**config.mk**
```make
export PLATFORM = sky130hd
export DESIGN_NAME = led_sequencer
export DESIGN_NICKNAME = d
export VERILOG_FILES = /design/src/rtl/led_seq_pkg.sv /design/src/rtl/sync_edge_detect.sv /design/src/rtl/led_sequencer.sv
export SDC_FILE = /design/constraint.sdc
export NUM_CORES = 1
export LEC_CHECK = 0
export CORE_UTILIZATION = 50
export CTS_BUF_LIST = sky130_fd_sc_hd__clkbuf_8 sky130_fd_sc_hd__clkbuf_16
export CTS_CLUSTER_DIAMETER = 30
export DETAILED_ROUTE_END_ITERATION = 10
export PLACE_DENSITY = 0.74
export SLEW_MARGIN = 25
export SYNTH_ARGS = -nofsm -noshare
export SYNTH_HDL_FRONTEND = slang
export SYNTH_SLANG_ARGS = --single-unit
export TNS_END_PERCENT = 100
```
**constraint.sdc**
```tcl
create_clock -name clk_in -period 2.1 [get_ports clk_in]
set_input_delay 0.63 -clock clk_in [delete_from_list [all_inputs] [get_ports clk_in]]
set_output_delay 0.63 -clock clk_in [all_outputs]
set_load 0.02 [all_outputs]
```
**src/rtl/led_seq_pkg.sv**
```systemverilog
`default_nettype none
// +----------------------------------------------------------------------+
// | led_seq_pkg : mode encodings, seeds and pattern-step helpers          |
// | Rev 1.0                                                              |
// +----------------------------------------------------------------------+
package led_seq_pkg;

    localparam logic [1:0] MODE_ROTL   = 2'b00;
    localparam logic [1:0] MODE_ROTR   = 2'b01;
    localparam logic [1:0] MODE_BOUNCE = 2'b10;
    localparam logic [1:0] MODE_COUNT  = 2'b11;

    localparam logic [7:0] SEED_ROTL   = 8'h01;
    localparam logic [7:0] SEED_ROTR   = 8'h80;
    localparam logic [7:0] SEED_BOUNCE = 8'h01;
    localparam logic [7:0] SEED_COUNT  = 8'h00;
    localparam logic [7:0] RESET_LEDS  = 8'h01;

    typedef struct packed {
        logic [7:0] leds;
        logic       dir;
    } pattern_t;

    // Only bounce owns dir; every other mode passes it through untouched.
    function automatic pattern_t seed_pattern(input logic [1:0] mode, input logic dir);
        pattern_t p;
        p.dir = dir;
        case (mode)
            MODE_ROTL:   p.leds = SEED_ROTL;
            MODE_ROTR:   p.leds = SEED_ROTR;
            MODE_BOUNCE: begin
                p.leds = SEED_BOUNCE;
                p.dir  = 1'b1;
            end
            default:     p.leds = SEED_COUNT;
        endcase
        return p;
    endfunction

    function automatic pattern_t next_pattern(input logic [1:0] mode, input pattern_t cur);
        pattern_t n;
        n = cur;
        case (mode)
            MODE_ROTL: n.leds = {cur.leds[6:0], cur.leds[7]};
            MODE_ROTR: n.leds = {cur.leds[0], cur.leds[7:1]};
            MODE_BOUNCE: begin
                if (cur.dir) begin
                    if (cur.leds[7]) begin
                        n.leds = 8'h40;
                        n.dir  = 1'b0;
                    end else begin
                        n.leds = cur.leds << 1;
                    end
                end else begin
                    if (cur.leds[0]) begin
                        n.leds = 8'h02;
                        n.dir  = 1'b1;
                    end else begin
                        n.leds = cur.leds >> 1;
                    end
                end
            end
            default:   n.leds = cur.leds + 8'd1;
        endcase
        return n;
    endfunction

endpackage
`default_nettype wire

```
**src/rtl/sync_edge_detect.sv**
```systemverilog
`default_nettype none
// +----------------------------------------------------------------------+
// | sync_edge_detect : tick_in synchronizer with registered rise detect   |
// | Rev 1.0                                                              |
// +----------------------------------------------------------------------+
module sync_edge_detect #(
    parameter int SYNC_STAGES = 2
) (
    input  logic clk_in,
    input  logic reset,
    input  logic tick_in,
    output logic edge_pulse
);

    logic [SYNC_STAGES-1:0] r_sync;
    logic [SYNC_STAGES-1:0] r_fill;
    logic                   r_prev;
    logic                   r_armed;
    logic                   r_edge;

    // r_fill marks when the chain holds real samples; arming only after a
    // genuine low sample stops a tick held high across reset from counting.
    always_ff @(posedge clk_in or negedge reset) begin
        if (!reset) begin
            r_sync  <= '0;
            r_fill  <= '0;
            r_prev  <= 1'b0;
            r_armed <= 1'b0;
            r_edge  <= 1'b0;
        end else begin
            r_sync <= {r_sync[SYNC_STAGES-2:0], tick_in};
            r_fill <= {r_fill[SYNC_STAGES-2:0], 1'b1};
            r_prev <= r_sync[SYNC_STAGES-1];
            if (r_fill[SYNC_STAGES-1] && !r_sync[SYNC_STAGES-1]) begin
                r_armed <= 1'b1;
            end
            r_edge <= r_armed & r_sync[SYNC_STAGES-1] & ~r_prev;
        end
    end

    assign edge_pulse = r_edge;

endmodule
`default_nettype wire

```
**src/rtl/led_sequencer.sv**
```systemverilog
`default_nettype none
// +----------------------------------------------------------------------+
// | led_sequencer : tick-driven 8-bit LED pattern generator               |
// | Rev 1.0                                                              |
// +----------------------------------------------------------------------+
module led_sequencer
    import led_seq_pkg::*;
#(
    parameter int SYNC_STAGES = 2
) (
    input  logic       clk_in,
    input  logic       reset,
    input  logic       tick_in,
    input  logic [1:0] mode,
    input  logic [3:0] step_div,
    input  logic       pause,
    output logic [7:0] leds,
    output logic       step_pulse,
    output logic       dir
);

    logic       w_edge;
    logic       w_step;
    pattern_t   w_next;
    pattern_t   r_pat;
    logic [1:0] r_mode_q;
    logic [3:0] r_cnt;
    logic       r_step_pulse;

    sync_edge_detect #(
        .SYNC_STAGES (SYNC_STAGES)
    ) u_sync_edge_detect (
        .clk_in     (clk_in),
        .reset      (reset),
        .tick_in    (tick_in),
        .edge_pulse (w_edge)
    );

    assign w_step = w_edge & ~pause & (r_cnt >= step_div);

    // A mode change takes effect as a reseed rather than an advance.
    always_comb begin
        w_next = r_pat;
        if (mode != r_mode_q) begin
            w_next = seed_pattern(mode, r_pat.dir);
        end else begin
            w_next = next_pattern(mode, r_pat);
        end
    end

    always_ff @(posedge clk_in or negedge reset) begin
        if (!reset) begin
            r_pat.leds   <= RESET_LEDS;
            r_pat.dir    <= 1'b1;
            r_mode_q     <= MODE_ROTL;
            r_cnt        <= 4'd0;
            r_step_pulse <= 1'b0;
        end else begin
            r_step_pulse <= w_step;
            if (w_edge && !pause) begin
                if (w_step) begin
                    r_cnt    <= 4'd0;
                    r_mode_q <= mode;
                    r_pat    <= w_next;
                end else begin
                    r_cnt <= r_cnt + 4'd1;
                end
            end
        end
    end

    assign leds       = r_pat.leds;
    assign dir        = r_pat.dir;
    assign step_pulse = r_step_pulse;

endmodule
`default_nettype wire

```
==> impl_metrics.ini <==
[status]
status = finished clean

[pwr]
powerDensity_mw_per_mm2 = 1180
p_total_mw = 2.235
ir_worst_vdd_uv = 1044
cellLeakagePower_nw = 0.8548

[synth]
async_flop_share = 1.000
synthFlopType = dfrtp_1
synth_cell_type_count = 49
netlist_top_cells_count = nand2_1, dfrtp_1, a21oi_1
synth_seq_area_share = 0.3969
yosysMostFrequentCell = nand2_1
netlist_area_mm2 = 0.001456
syn_nets = 188
synth_edf_count = 0
synth_area_per_cell_um2 = 8.517
yosysWarningCount = 0
synthCells = 171
yosysTopAreaCell = dfrtp_1
synth_area_leaders = dfrtp_1, ha_1, nand2_1
synth.top_cell.area_share = 0.3608
ys_seq_elements = 23

[setup_path]
worstRegToRegCells = 7
crit_chain = clkdlybuf4s50_1
cp_top_family = buffers and inverters
critPathRequiredTime_ns = 1.47
reg2reg_from = r_cnt[0]$_DFFE_PN0P_
critPathMaxFanout = 8
reg2reg_to = leds[5]$_DFFE_PN0P_
path_buf_inv = 1
critPathArrivalTime_ns = 1.44
cpPeakStageDelay_ns = 0.66
critical_path_class = register to primary output
startpoint_type = register
critPathSlowestCell = clkdlybuf4s50_1
end_kind = primary output
worst-r2r-setup-slack_ns = 0.17

[grt]
grt_pass1_wl_um = 6230
grt_start_max_net_pins = 24
antenna_found_initial = 0
grt_overflow_total = 0
grtUsageTotal = 0.2563
first_global_vias = 1440

[worst_hold_path]
hold_end = u_sync_edge_detect.r_fill[1]$_DFF_PN0_
hold_path_depth = 0
hold_path.class = register to register
min_from = u_sync_edge_detect.r_fill[0]$_DFF_PN0_

[detailed_routing]
wl_met3_um = 226
wl_met1_um = 1621
ant_nets = 0
met2WireLength_um = 1755
drt_wl_total_um = 3687
wl_per_cell_um = 15.49
dr.first_iter.drc_count = 74
vias_per_cell = 5.992
drc = 0
firstDrtPassIters = 4
num_vias = 1426
highest_layer = met4

[floorplanning]
num_rows = 19
coreArea_mm2 = 0.002758
ios = 20
start_util = 0.5281
die_h_um = 55.97
dieArea_mm2 = 0.003133
die_w_um = 55.97

[placed_design]
port_buffers = 19
routabilityCongestion = 0.9349
placed_cell_area_mm2 = 0.001780
pre_cts_ws_ns = -0.4186
hpwl_um = 2579

[sta]
setup_viol = 0
drv_slew = 0
fin_crit_ns = 2.068
setup_tns_ns = 0
hold_viol_final = 0
layout_setup_ws_ns = 0.03182
max_freq_mhz = 483.5
fin_crit_sh = 0.9848
fin_skew_ns = 0.001697

[flow_run]
drv_cap = 0

[cells_and_area]
utilization = 0.6865
fillers = 225
fin_nets = 225
final_area_mm2 = 0.001893
final_layout_size_suffix_gt1_frac = 0.1981
antenna_cells = 0
syn2layout_area_growth_pct = 29.98

[cts]
clk_pin_slew_ns = 0.08
cts_buffers = 3
hold_buffers = 0
clockBufferDepth = 2
cts_tree = done
cts_setup_buffers = 0
cts_root_buf = clkbuf_8
clk_latency_ns = 0.26
cts_htree_levels = 1
clkSinkCount = 23
-- metrics by stage --
stage          hold WS [ns]  instances
4_1_cts              0.3570        238
6_report             0.3601        238
2_1_floorplan        0.3312        171
3_5_place_dp         0.3379        232
3_3_place_gp         0.3337        232
5_1_grt              0.3803        238
-- where the power goes --
part	leakage, nW	internal [mW]	switching, mW
logic	0.554	0.524	0.620
registers	0.275	0.594	0.221
clock network	0.0255	0.132	0.143
total	0.855	1.25	0.984
-- how the worst max path moves through the flow --
stage | from | end | cells after the start
6_report | leds[4]$_DFFE_PN0P_ | leds[4] | 1
5_1_grt | step_div[3] | leds[1]$_DFFE_PN0P_ | 8
4_1_cts | step_div[2] | leds[7]$_DFFE_PN0P_ | 8
3_5_place_dp | step_div[0] | leds[5]$_DFFE_PN0P_ | 8
3_3_place_gp | step_div[0] | leds[6]$_DFFE_PN0P_ | 8
2_1_floorplan | step_div[0] | leds[1]$_DFFE_PN0P_ | 7
-- cells in the final DEF, fill, tap and decap left out, types with 2 or more instances in the layout --
cell type and count:
a21o_1 3, a21oi_1 10, a21oi_2 6, a22o_1 4, a31oi_1 3, and2_1 3
and3_1 3, buf_4 18, clkbuf_8 3, clkdlybuf4s50_1 13, dfrtp_1 20, dfstp_2 2
dlygate4sd2_1 4, dlymetal6s2s_1 2, ha_1 6, inv_1 9, nand2_1 22, nand2b_1 3
nand3_1 5, nor2_1 14, nor2b_1 2, nor3_1 3, o21ai_0 9, o21ai_1 5
o22a_1 2, xor2_1 2
-- state kept, by name, summed over array words and instances (netlist names), 2 cells and up --
| name | flops |
|---|---|
| r_cnt | 4 |
| u_sync_edge_detect.r_sync | 2 |
| leds | 8 |
| r_mode_q | 2 |
| u_sync_edge_detect.r_fill | 2 |
-- final cells by class --
type / instances / area (um^2) / share of cell area
Clock buffer: 3 / 41.29 / 0.02181
Clock inverter: 1 / 5.005 / 0.002644
Inverter: 10 / 40.04 / 0.02115
Multi-Input combinational cell: 131 / 844.6 / 0.4461
Sequential cell: 23 / 579.3 / 0.3060
Tap cell: 31 / 38.79 / 0.02049
Timing Repair Buffer: 38 / 336.6 / 0.1778
Timing Repair inverter: 1 / 7.507 / 0.003966
-- cells by family (layout without fill, tap and decap cells) --
kind of cell / Yosys count / after routing / synth area share
AO/OA/AOI/OAI: 57 / 57 / 0.2595
XOR/XNOR: 3 / 3 / 0.01804
adder cells (fa/ha/maj): 7 / 7 / 0.06013
buffers and inverters: 18 / 53 / 0.05841
flip-flops: 23 / 23 / 0.3969
other: 1 / 1 / 0.002575
AND/OR/NAND/NOR: 62 / 63 / 0.2045
-- timing repair --
action / CTS / global route
pin swaps: 7 / 4
resized for setup: 12 / 7
setup endpoints to repair: 16 / 15
gates cloned: 2 / 0
-- metal layers --
layer	vias to the layer above	global-route usage
met5	-	0
met4	0	0.1150
met3	10	0.05581
met2	58	0.4150
met1	675	0.3288
li1	683	-
Note: power is estimated with default switching activity, not from simulation.
